`config.mk`:
```
export PLATFORM = sky130hd
export DESIGN_NAME = ram_stream_reader
export DESIGN_NICKNAME = d
export VERILOG_FILES = /design/src/rtl/ram_stream_reader_pkg.sv /design/src/rtl/ram_stream_reader_skid_fifo2.sv /design/src/rtl/ram_stream_reader.sv
export SDC_FILE = /design/constraint.sdc
export NUM_CORES = 1
export LEC_CHECK = 0
export CAP_MARGIN = 20
export CORE_MARGIN = 2
export CORE_UTILIZATION = 45
export DETAILED_ROUTE_END_ITERATION = 10
export DONT_BUFFER_PORTS = 1
export HOLD_SLACK_MARGIN = 0.03
export MAX_ROUTING_LAYER = met4
export SETUP_SLACK_MARGIN = 0.3
export SLEW_MARGIN = 20
export SYNTH_ARGS = -nofsm -noshare
export SYNTH_HDL_FRONTEND = slang
export SYNTH_HIERARCHICAL = 1
export SYNTH_SLANG_ARGS = --single-unit
```
`constraint.sdc`:
```
create_clock -name clk -period 4.9 [get_ports clk]
set_input_delay 0.245 -clock clk [delete_from_list [all_inputs] [get_ports clk]]
set_output_delay 0.245 -clock clk [all_outputs]
set_load 0.01 [all_outputs]
```
`src/rtl/ram_stream_reader_pkg.sv`:
```
// Shared definitions for ram_stream_reader: controller state encoding and
// skid buffer depth.
package ram_stream_reader_pkg;

    typedef enum logic {
        ST_IDLE = 1'b0,
        ST_RUN  = 1'b1
    } state_e;

    localparam int FIFO_DEPTH = 2;

endpackage

```
`src/rtl/ram_stream_reader_skid_fifo2.sv`:
```
// skid_fifo2: two-entry synchronous FIFO holding RAM words (plus last flag)
// that could not be handed straight to the stream consumer.
module skid_fifo2
    import ram_stream_reader_pkg::*;
#(
    parameter int WIDTH = 33
) (
    input  logic             clk,
    input  logic             rstn,
    input  logic             push_i,
    input  logic [WIDTH-1:0] din_i,
    input  logic             pop_i,
    output logic [WIDTH-1:0] dout_o,
    output logic             full_o,
    output logic             empty_o
);

    logic [WIDTH-1:0] mem_q [FIFO_DEPTH];
    logic             wr_ptr_q;
    logic             rd_ptr_q;
    logic [1:0]       cnt_q;

    always_ff @(posedge clk or negedge rstn) begin
        if (!rstn) begin
            for (int i = 0; i < FIFO_DEPTH; i++) mem_q[i] <= '0;
            wr_ptr_q <= 1'b0;
            rd_ptr_q <= 1'b0;
            cnt_q    <= 2'd0;
        end else begin
            if (push_i) begin
                mem_q[wr_ptr_q] <= din_i;
                wr_ptr_q        <= ~wr_ptr_q;
            end
            if (pop_i) rd_ptr_q <= ~rd_ptr_q;
            case ({push_i, pop_i})
                2'b10:   cnt_q <= cnt_q + 2'd1;
                2'b01:   cnt_q <= cnt_q - 2'd1;
                default: cnt_q <= cnt_q;
            endcase
        end
    end

    assign dout_o  = mem_q[rd_ptr_q];
    assign full_o  = (cnt_q == 2'(FIFO_DEPTH));
    assign empty_o = (cnt_q == 2'd0);

endmodule

```
`src/rtl/ram_stream_reader.sv`:
```
// Streams a contiguous (wrapping) range of RAM words onto a valid/ready port.
// Optional running checksum output enabled by RAM_STREAM_READER_CHECKSUM_EN.
module ram_stream_reader
    import ram_stream_reader_pkg::*;
#(
    parameter int DATA_WIDTH = 32,
    parameter int ADDR_WIDTH = 10
) (
    input  logic                  clk,
    input  logic                  rstn,
    input  logic                  start,
    input  logic [ADDR_WIDTH-1:0] base_addr,
    input  logic [ADDR_WIDTH:0]   count,
    output logic                  busy,
    output logic                  done,
    output logic [ADDR_WIDTH-1:0] ram_addr,
    output logic                  ram_we,
    input  logic [DATA_WIDTH-1:0] ram_dout,
    output logic [DATA_WIDTH-1:0] out_data,
    output logic                  out_valid,
    input  logic                  out_ready,
    output logic                  out_last
`ifdef RAM_STREAM_READER_CHECKSUM_EN
    ,
    output logic [DATA_WIDTH-1:0] checksum
`endif
);

    localparam int CW = ADDR_WIDTH + 1;

    state_e                state_q, state_d;
    logic [ADDR_WIDTH-1:0] addr_q, addr_d;
    logic [CW-1:0]         count_q, count_d;
    logic [CW-1:0]         issued_q, issued_d;
    logic [CW-1:0]         sent_q, sent_d;
    logic                  done_q, done_d;
    logic                  dvalid_q, dlast_q;

    logic                  issue, issue_last, xfer;
    logic                  fifo_push, fifo_pop, fifo_full, fifo_empty;
    logic [DATA_WIDTH:0]   fifo_head;

    // dvalid_q marks a read word sitting on ram_dout; together with the FIFO
    // it never exceeds two outstanding words.
    assign issue      = (state_q == ST_RUN) && (issued_q < count_q) &&
                        (fifo_empty || (!fifo_full && !dvalid_q));
    assign issue_last = (issued_q == count_q - CW'(1));
    assign out_valid  = !fifo_empty || dvalid_q;
    assign xfer       = out_valid && out_ready;
    assign fifo_pop   = xfer && !fifo_empty;
    assign fifo_push  = dvalid_q && !(fifo_empty && out_ready);

    always_comb begin
        out_data = '0;
        out_last = 1'b0;
        if (!fifo_empty) begin
            out_last = fifo_head[DATA_WIDTH];
            out_data = fifo_head[DATA_WIDTH-1:0];
        end else if (dvalid_q) begin
            out_last = dlast_q;
            out_data = ram_dout;
        end
    end

    always_comb begin
        state_d  = state_q;
        addr_d   = addr_q;
        count_d  = count_q;
        issued_d = issued_q;
        sent_d   = sent_q;
        done_d   = 1'b0;
        case (state_q)
            ST_IDLE: begin
                if (start) begin
                    if (count != '0) begin
                        state_d  = ST_RUN;
                        addr_d   = base_addr;
                        count_d  = count;
                        issued_d = '0;
                        sent_d   = '0;
                    end else begin
                        done_d = 1'b1;
                    end
                end
            end
            ST_RUN: begin
                if (issue) begin
                    addr_d   = addr_q + ADDR_WIDTH'(1);
                    issued_d = issued_q + CW'(1);
                end
                if (xfer) begin
                    sent_d = sent_q + CW'(1);
                    if (sent_q == count_q - CW'(1)) begin
                        state_d = ST_IDLE;
                        done_d  = 1'b1;
                    end
                end
            end
            default: state_d = ST_IDLE;
        endcase
    end

    always_ff @(posedge clk or negedge rstn) begin
        if (!rstn) begin
            state_q  <= ST_IDLE;
            addr_q   <= '0;
            count_q  <= '0;
            issued_q <= '0;
            sent_q   <= '0;
            done_q   <= 1'b0;
            dvalid_q <= 1'b0;
            dlast_q  <= 1'b0;
        end else begin
            state_q  <= state_d;
            addr_q   <= addr_d;
            count_q  <= count_d;
            issued_q <= issued_d;
            sent_q   <= sent_d;
            done_q   <= done_d;
            dvalid_q <= issue;
            dlast_q  <= issue && issue_last;
        end
    end

    skid_fifo2 #(.WIDTH(DATA_WIDTH + 1)) u_skid (
        .clk     (clk),
        .rstn    (rstn),
        .push_i  (fifo_push),
        .din_i   ({dlast_q, ram_dout}),
        .pop_i   (fifo_pop),
        .dout_o  (fifo_head),
        .full_o  (fifo_full),
        .empty_o (fifo_empty)
    );

    assign ram_addr = addr_q;
    assign ram_we   = 1'b0;
    assign busy     = (state_q == ST_RUN);
    assign done     = done_q;

`ifdef RAM_STREAM_READER_CHECKSUM_EN
    logic [DATA_WIDTH-1:0] checksum_q;

    always_ff @(posedge clk or negedge rstn) begin
        if (!rstn)                               checksum_q <= '0;
        else if ((state_q == ST_IDLE) && start)  checksum_q <= '0;
        else if (xfer)                           checksum_q <= checksum_q + out_data;
    end

    assign checksum = checksum_q;
`endif

endmodule
```
# == After elaboration in Yosys (flattened, before gate mapping) ==
# Cells that the tools add are included.
# totals
out_inout_bits,47
regBits,117
# op_classes
reduce_logical,21
add_sub_neg,6
order_cmp,4
n_bitwise,5
n_mux,31
eq_ne,9
# op_table
op,count
33-bit two-way mux,4
66-bit bitwise mux,1
32-bit two-way mux,2
11-bit two-way mux,4
11-bit case mux with 2 select lines,2
33-bit demux with 1-bit select,1
10-bit two-way mux,3
"11-bit by 1-bit adder with 11-bit output, second input constant",2
11-bit == test,2
10-bit case mux with 2 select lines,1
11-bit < comparator,1
11-bit nonzero test,1
"11-bit by 1-bit subtractor with 11-bit output, second input constant",1
"10-bit by 1-bit adder with 10-bit output, second input constant",1
1-bit two-way mux,10
1-bit logical AND,9
3-bit AND reduction,3
"2-bit == test, second input constant",2
"2-bit greater-or-equal comparator, second input constant",2
1-bit logical NOT,4
"2-bit by 1-bit inequality test with 1-bit output, second input constant",2
"2-bit inequality test, second input constant",2
1-bit inverter with 2-bit output,2
1-bit case mux with 2 select lines,2
other kinds (9),12

# == Depth between registers and ports, before layout ==
# Gate-level depths: netlist of run 1.
# depth
depth_word,7
depth_mapped,11

# == Cells and area by module ==
# The synthesis of run 1 kept the hierarchy.
# modules_own_cells
module,area_each_um2,cells_each,seq_area_each_um2,instances
ram_stream_reader,3575.9,471,1176.1,1
skid_fifo2,3169.3,191,1751.7,1

# == Worst setup path after synthesis of run 1 ==
# No wires, ideal clock.
# synth_path
kind,reg-to-reg
startpoint,register count_q[8]
endpoint,register issued_q[3]
setup_slack_ns,2.769
path_buffers,2
setup_ns,0.067
path_stages_with_launch,10
arrival_time_ns,2.064
t_required_ns,4.833
period_less_slack_ns,2.131
cell_sequence,dfrtp_1 > clkbuf_1 > inv_1 > ha_1 > and4_1 > a211oi_1 > a21oi_1 > buf_2 > or4_1 > nand2_1
# synth_via
elab_chain_len,5
# synth_rtl
element,line_no,source
from (decl),ram_stream_reader.sv:33,"logic [CW-1:0] count_q, count_d;"
from (signal assigned),ram_stream_reader.sv:116,count_q <= count_d;
11-bit < comparator,ram_stream_reader.sv:45,assign issue = (state_q == ST_RUN) && (issued_q < count_q) &&
1-bit logical AND (2 in series),ram_stream_reader.sv:45,
2-bit by 1-bit inequality test with 1-bit output (no line),n/a,
3-bit AND reduction (no line),n/a,
to (signal assigned),ram_stream_reader.sv:117,issued_q <= issued_d;
to (decl),ram_stream_reader.sv:34,"logic [CW-1:0] issued_q, issued_d;"
# No other way between the ends.
# A chain may end at the register's enable or synchronous reset.

# == Worst setup path in the final report of run 1 ==
# layout_path
startpoint,register count_q[0]
endpoint,"register done_q, in the netlist done"
# layout_via
elab_chain_len,5
# layout_rtl
element,line_no,source
11-bit by 1-bit subtractor with 11-bit output,ram_stream_reader.sv:93,if (sent_q == count_q - CW'(1)) begin
11-bit == test,ram_stream_reader.sv:93,
1-bit two-way mux,ram_stream_reader.sv:93,
1-bit two-way mux,ram_stream_reader.sv:91,if (xfer) begin
1-bit case mux with 2 select lines,ram_stream_reader.sv:72,case (state_q)
net done_d,ram_stream_reader.sv:36,"logic done_q, done_d;"
to (signal assigned),ram_stream_reader.sv:119,done_q <= done_d;
to (decl),ram_stream_reader.sv:36,
# The timed path passes the listed nets, and every way through them passes these cells.

==> results of run 1 <==
-- worst min path at each step --
stage / start / endpoint / slack, ps / depth (start not counted)
global placement: rstn / u_skid/mem_q[51] / -50 / 0
global route: base_addr[0] / ram_addr[0] / 70 / 2
finish: base_addr[0] / ram_addr[0] / 40 / 2
detailed placement: rstn / u_skid/mem_q[18] / -50 / 0
CTS: base_addr[0] / ram_addr[0] / 30 / 2
floorplan: rstn / busy / -50 / 0
-- state kept, by name (all words and copies together) (netlist names) --
signal           cells
u_skid/wr_ptr_q      1
busy                 1
count_q             11
done                 1
ram_addr            10
sent_q              11
issued_q            11
u_skid/rd_ptr_q      1
dlast_q              1
u_skid/mem_q        66
dvalid_q             1
u_skid/cnt_q         2
-- cell families after synthesis --
family                   synth area share (%)
XOR/XNOR                                 4.93
AND/OR/NAND/NOR                          12.4
other                                  0.0556
buffers and inverters                    6.27
adder cells (fa/ha/maj)                  2.97
flip-flops                               43.4
multiplexers                             18.5
AO/OA/AOI/OAI                            11.4
-- cell usage after synthesis (3+ instances only) --
cell type and instances:
o21a_1 3, dfrtp_1 117, o211ai_1 4, a31oi_1 3, mux2_4 30, o41ai_1 4
mux2_2 69, xor2_1 18, nand2_1 66, buf_8 3, and3_1 5, ha_1 16
a21oi_1 19, nand4_1 8, clkbuf_1 19, o21ai_0 65, inv_1 52, nor4_1 5
buf_6 5, buf_2 8, xnor2_1 20, nor2_1 35, or3_1 6, nor3_1 4
or4_1 3, nor2b_1 5, nand3_1 21
-- cell type report --
| type | count | share of cell area (%) |
|---|---|---|
| sequential | 117 | 37.1 |
| clock inverter | 9 | 1.62 |
| tap | 184 | 2.92 |
| multi-input combinational | 455 | 43.1 |
| timing repair buffer | 55 | 7.01 |
| clock buffer | 22 | 5.76 |
| inverter | 53 | 2.52 |
-- layout by cell type (no fill, tap or decap), types with 8 or more instances in the layout --
master,n
inv_1,52
dfrtp_1,117
ha_1,16
clkbuf_16,17
a21oi_1,19
nand3_1,21
nand4_1,8
dlygate4sd3_1,48
nand2_1,66
mux2_4,30
mux2_2,69
xor2_1,18
xnor2_1,20
o21ai_0,65
nor2_1,33
-- through the flow --
| stage | worst slack [ps] | hold slack [ps] |
|---|---|---|
| after floorplan | 2770 | -50.6 |
| after global placement | 2380 | -48.1 |
| after detailed placement | 2340 | -47.9 |
| after CTS | 2330 | 31.5 |
| after global routing | 2110 | 65.9 |
| final | 2330 | 44.2 |
-- where the power goes --
part	switching (mW)	total [mW]	internal, mW
clock	0.425	1.23	0.808
combinational	1.32	2.52	1.19
sequential	0.411	1.81	1.40
-- worst reg2reg max path: cells and delay by family, from the launching register on --
kind | cells | cell delay, ps
adders and majority gates | 1 | 190
and+or+nand+nor | 4 | 1130
AOI/OAI and AO/OA | 2 | 550
DFF | 1 | 460
buffers and inverters | 1 | 120
-- what timing repair did --
item / CTS / global route
hold buffers: 49 / 0
endpoints found under the setup margin: 0 / 0
hold endpoints to repair: 196 / 0
-- per-layer routing --
layer	wire length, um	share of wire [%]
met5	0	0
met3	998	6.2
met2	7620	47
met4	195	1.2
met1	7320	45
==> out/summary.txt, run 1 <==
Post-CTS resize count: 0
Via density: 5.63
Cell count after synthesis: 662
CP Capture Point: done
Sequential area share after synthesis: 43.4%
Post-synthesis register bit count: 117
Final setup skew: 6.01 ps
RePlAce Congestion: 0.905
Mapped Area: 0.00675 mm2
Max Cap Viol: 0
Total power: 5.56 mW
Cell Chain, Critical Path: inv_1 -> ha_1 -> nor3b_2 -> nor2b_2 -> nand3_1 -> a211oi_2 -> nand4_1 -> o2bb2ai_1
Residual DRC: 0
Nets: 772
Area leader, netlist: dfrtp_1
Delay-heaviest family, CP: simple AND/OR/NAND/NOR gates
Vias: 5039
Distinct cells, synth: 63
Layout cells sized above 1: 20.7%
Post-detail-place hpwl: 10600 um
Avg Cell Area, Syn: 10.2 um2
Initial DRC count: 334
Htree depth: 4
Reg2Reg Setup Slack: 2330 ps
CP Launch Point: count_q[0]
Site Rows: 44
Largest net degree at the start of global routing: 118
Arrival @ worst endpoint: 2870 ps
Wire per inst: 18.0 um
Fin area: 0.00789 mm2
WL final: 16100 um
Clock slew at reported path FFs: 50 ps
CTS Buffer Depth: 2
Post-synth EDFFs: 0
Initial antenna violation count: 0
Crit share post-route: 52.4%
Syn. warnings: 6
Fin cells: 895
# setup viols final: 0
Worst-Margin Slew: 879 ps
Worst setup EP type: flip-flop
Clock Latency Late Sink: 410 ps
CTS buffer count: 17
GRT Residual Overflow: 0
Starting Density: 46.2%
Fin. max-slew vios: 0
Footprint of the multi-input gates: 0.00340 mm2
Synth Net Count: 735
Setup bufs post-CTS: 0
Setup crit start kind: flip-flop
CP bufs+invs: 1
Fmax: 0.390 GHz
Die width: 126 um
M3 GR Usage: 5.02%
RSZ-0062 raised after global routing: no
Number of fill cells in the layout: 1262
Final TNS setup: 0 ps
CTS Sinks: 117
Relative slew slack: 41.2%
Largest cells by area after synthesis: dfrtp_1 43%, mux2_2 12%, mux2_4 6.7%
GR Util met1: 28.6%
Util after Layout: 54.1%
Vias in the first global route: 5412
Max stage delay on crit path: 460 ps
Synth Flop Type: dfrtp_1
Most Crowded Layer GR: met2
Worst EP required: 5200 ps
# diodes: 0
Tmin final: 2570 ps
R2R depth: 8
Die area: 0.0160 mm2
Met2 usage: 34.8%
Number of cells on the critical path: 8
IR drop worst, VDD: 385 uV
Endpoints failing hold: 0
Area share of the leading cell type in the synthesized netlist: 43.4%
Routed Antenna Nets: 0
P&R area growth vs syn: 17.0%
Core ar.: 0.0146 mm2
Hold Crit Class: primary input to flip-flop
Ys async rst share: 100%
FF/Latch Area: 0.00293 mm2
Port-buffer cells: 0
Leak pwr: 3.42 nW
Total GRT Usage: 22.1%
Status: completed
Dpl cell area: 0.00680 mm2
Pre-antenna DRT Iters: 6
R2r endpoint: done
PwrDens: 704 mW/mm2
Critical path type: flip-flop to flip-flop
Die height: 126 um
Crit-path slowest cell: dfrtp_1
Critical path fanouts, max: 7
Wire length of the first global-routing pass: 27400 um
Worst reg2reg startpoint: count_q[0]
Placed insts: 815
Root Driver: clkbuf_16
CTS tree: yes
I/O Pins: 104
Power figures use the tool's default switching activity.
==> run 2: changes to the inputs <==
==> constraint.sdc (replaced) <==
create_clock -name clk -period 2.55 [get_ports clk]
set_input_delay 0.1275 -clock clk [delete_from_list [all_inputs] [get_ports clk]]
set_output_delay 0.1275 -clock clk [all_outputs]
set_load 0.01 [all_outputs]
==> run 2 against run 1 <==
  * The flow now finishes with violations (hold timing)
  * Critical path depth fell by 2
  * Clock power rose by 120%
  * Flip-flop and latch count did not move
  * Sequential power rose by 89%
  * Combinational power rose by 130%
  * Cell area rose by 9.0%
==> out/summary.txt, run 2 (synthesis gave the netlist of run 1 again) <==
Status: finished, violations left
Failing checks: hold timing
Initial DRC count: 307 (-8.1%)
Die width: 126 um (unchanged)
Nets: 820 (+6.2%)
Fin. max-slew vios: 0 (unchanged)
CP bufs+invs: 0 (-1)
Arrival @ worst endpoint: 2560 ps (-310 ps)
Starting Density: 46.2% (unchanged)
Relative slew slack: 61.7% (+20 points)
Clock Latency Late Sink: 420 ps (about the same)
Number of fill cells in the layout: 1170 (-7.3%)
Port-buffer cells: 0 (unchanged)
CTS Sinks: 117 (unchanged)
Delay-heaviest family, CP: simple AND/OR/NAND/NOR gates
Routed Antenna Nets: 0 (unchanged)
Initial antenna violation count: 0 (unchanged)
Final setup skew: 7.89 ps (+1.88 ps)
Die height: 126 um (unchanged)
Residual DRC: 0 (unchanged)
PwrDens: 1380 mW/mm2 (+96%)
Clock slew at reported path FFs: 50 ps (about the same)
Max Cap Viol: 0 (unchanged)
# setup viols final: 0 (unchanged)
Via density: 5.61 (-0.36%)
Pre-CTS setup slack: 225 ps (-2120 ps)
Fin cells: 943 (+5.4%)
Htree depth: 4 (unchanged)
Wire length of the first global-routing pass: 27100 um (-1.1%)
Top reg by flops: u_skid/mem_q
# diodes: 0 (unchanged)
Setup crit start kind: flip-flop
I/O Pins: 104 (unchanged)
RSZ-0062 raised after global routing: yes
Highest-count cells in the layout ignoring fill and taps: 110 x dfrtp_1, 69 x mux2_2, 63 x nand2_1, 63 x o21ai_0, 54 x dlygate4sd3_1
Critical path fanouts, max: 7 (unchanged)
CTS Buffer Depth: 2 (unchanged)
Wire per inst: 18.5 um (+2.7%)
Tmin final: 2250 ps (-315 ps)
Largest net degree at the start of global routing: 118 (unchanged)
Vias: 5290 (+5.0%)
Vias in the first global route: 5265 (-2.7%)
P&R area growth vs syn: 27.5%
CTS tree: yes
GRT Residual Overflow: 0 (unchanged)
Cts hold-fix bufs: 54 (+10%)
Post-detail-place hpwl: 10800 um (+2.1%)
Total GRT Usage: 22.0% (-0.091 points)
Site Rows: 44 (unchanged)
Endpoints failing hold: 117 (+117)
RePlAce Congestion: 0.953 (+5.3%)
CTS buffer count: 17 (unchanged)
Worst-Margin Slew: 570 ps (-310 ps)
Fmax: 0.444 GHz (+14%)
Die area: 0.0160 mm2 (unchanged)
Core ar.: 0.0146 mm2 (unchanged)
Critical path type: flip-flop to flip-flop
Largest register FFs: 66 (unchanged)
Hold Crit Class: primary input to async pin
Max stage delay on crit path: 590 ps (+130 ps)
Cell Chain, Critical Path: or4_4 -> nor3_4 -> xnor2_2 -> xor2_1 -> nand4_1 -> a2111oi_4
Root Driver: clkbuf_16
Leak pwr: 3.74 nW (+9.4%)
Layout cells sized above 1: 30.3% (+9.6 points)
Fin Hold WS: -599 ps (-643 ps)
Total power: 11.9 mW (+110%)
Worst EP required: 2860 ps (-2340 ps)
PnR worst setup slack: 299 ps (-2030 ps)
WL final: 17500 um (+8.3%)
Final TNS setup: 0 ps (unchanged)
Crit-path slowest cell: or4_4
Placed insts: 834 (+2.3%)
Pre-antenna DRT Iters: 7 (+1)
Most common cell after layout, fill and taps aside: dfrtp_1
Worst setup EP type: flip-flop
Crit share post-route: 88.3% (+36 points)
IR drop worst, VDD: 885 uV (+130%)
## run 2: cell types whose count changed in the layout (fill, tap and decap cells not counted), moves of 4 or more
cell / before / now
dfrtp_2: 0 / 7
clkbuf_8: 1 / 5
buf_4: 6 / 39
a21oi_1: 19 / 12
dfrtp_1: 117 / 110
buf_6: 0 / 4
dlygate4sd3_1: 48 / 54
buf_12: 0 / 4
a21oi_2: 0 / 7
## run 2: layout make-up
class | count | area (um2) | share of cell area [%]
Clock buffer | 23 | 498 | 5.79
Clock inverter | 8 | 169 | 1.96
Inverter | 53 | 199 | 2.31
Multi-Input combinational cell | 455 | 3580 | 41.6
Sequential cell | 117 | 2940 | 34.1
Tap cell | 184 | 230 | 2.68
Timing Repair Buffer | 103 | 991 | 11.5
## run 2: timing repair
action / in CTS / in global routing
endpoints found under the hold margin: 204 / 117
cloned: 0 / 3
endpoints found under the setup margin: 47 / 35
pin swaps: 1 / 15
buffers inserted: 0 / 21
gates resized for setup: 7 / 50
## run 2: metal layers
metal	up-vias	share of wire [%]	GRT usage, %
met2	173	48	35.2
met4	0	1.6	7.82
met5	-	0	-
met3	30	5.9	6.28
li1	2493	-	-
met1	2594	44	26.8
## run 2: power breakdown
part	total, mW	internal, mW	switching [mW]
Clock	2.70	1.86	0.839
Combinational	5.79	2.86	2.94
Sequential	3.42	2.70	0.718
Total	11.9	7.41	4.49
## run 2: path summary, 6_finish.rpt
kind	cells past startpoint	end	startpoint	slack, ps
setup reg to reg	6	dlast_q	count_q[2]	300
hold reg to reg	1	u_skid/mem_q[10]	u_skid/mem_q[10]	500
hold / removal	0	u_skid/mem_q[51]	rstn	-600
setup / recovery	6	dlast_q	count_q[2]	300
min in group clk	3	sent_q[1]	out_ready	80
max in group asynchronous	0	ram_addr[5]	rstn	2960
## run 2: through the flow
| stage | cell area (um2) | util [%] |
|---|---|---|
| final | 8600 | 59.0 |
| after detailed placement | 6980 | 47.9 |
| after floorplan | 6750 | - |
| after global routing | 8600 | 59.0 |
| after global placement | 6980 | 47.9 |
| after CTS | 8220 | 56.3 |
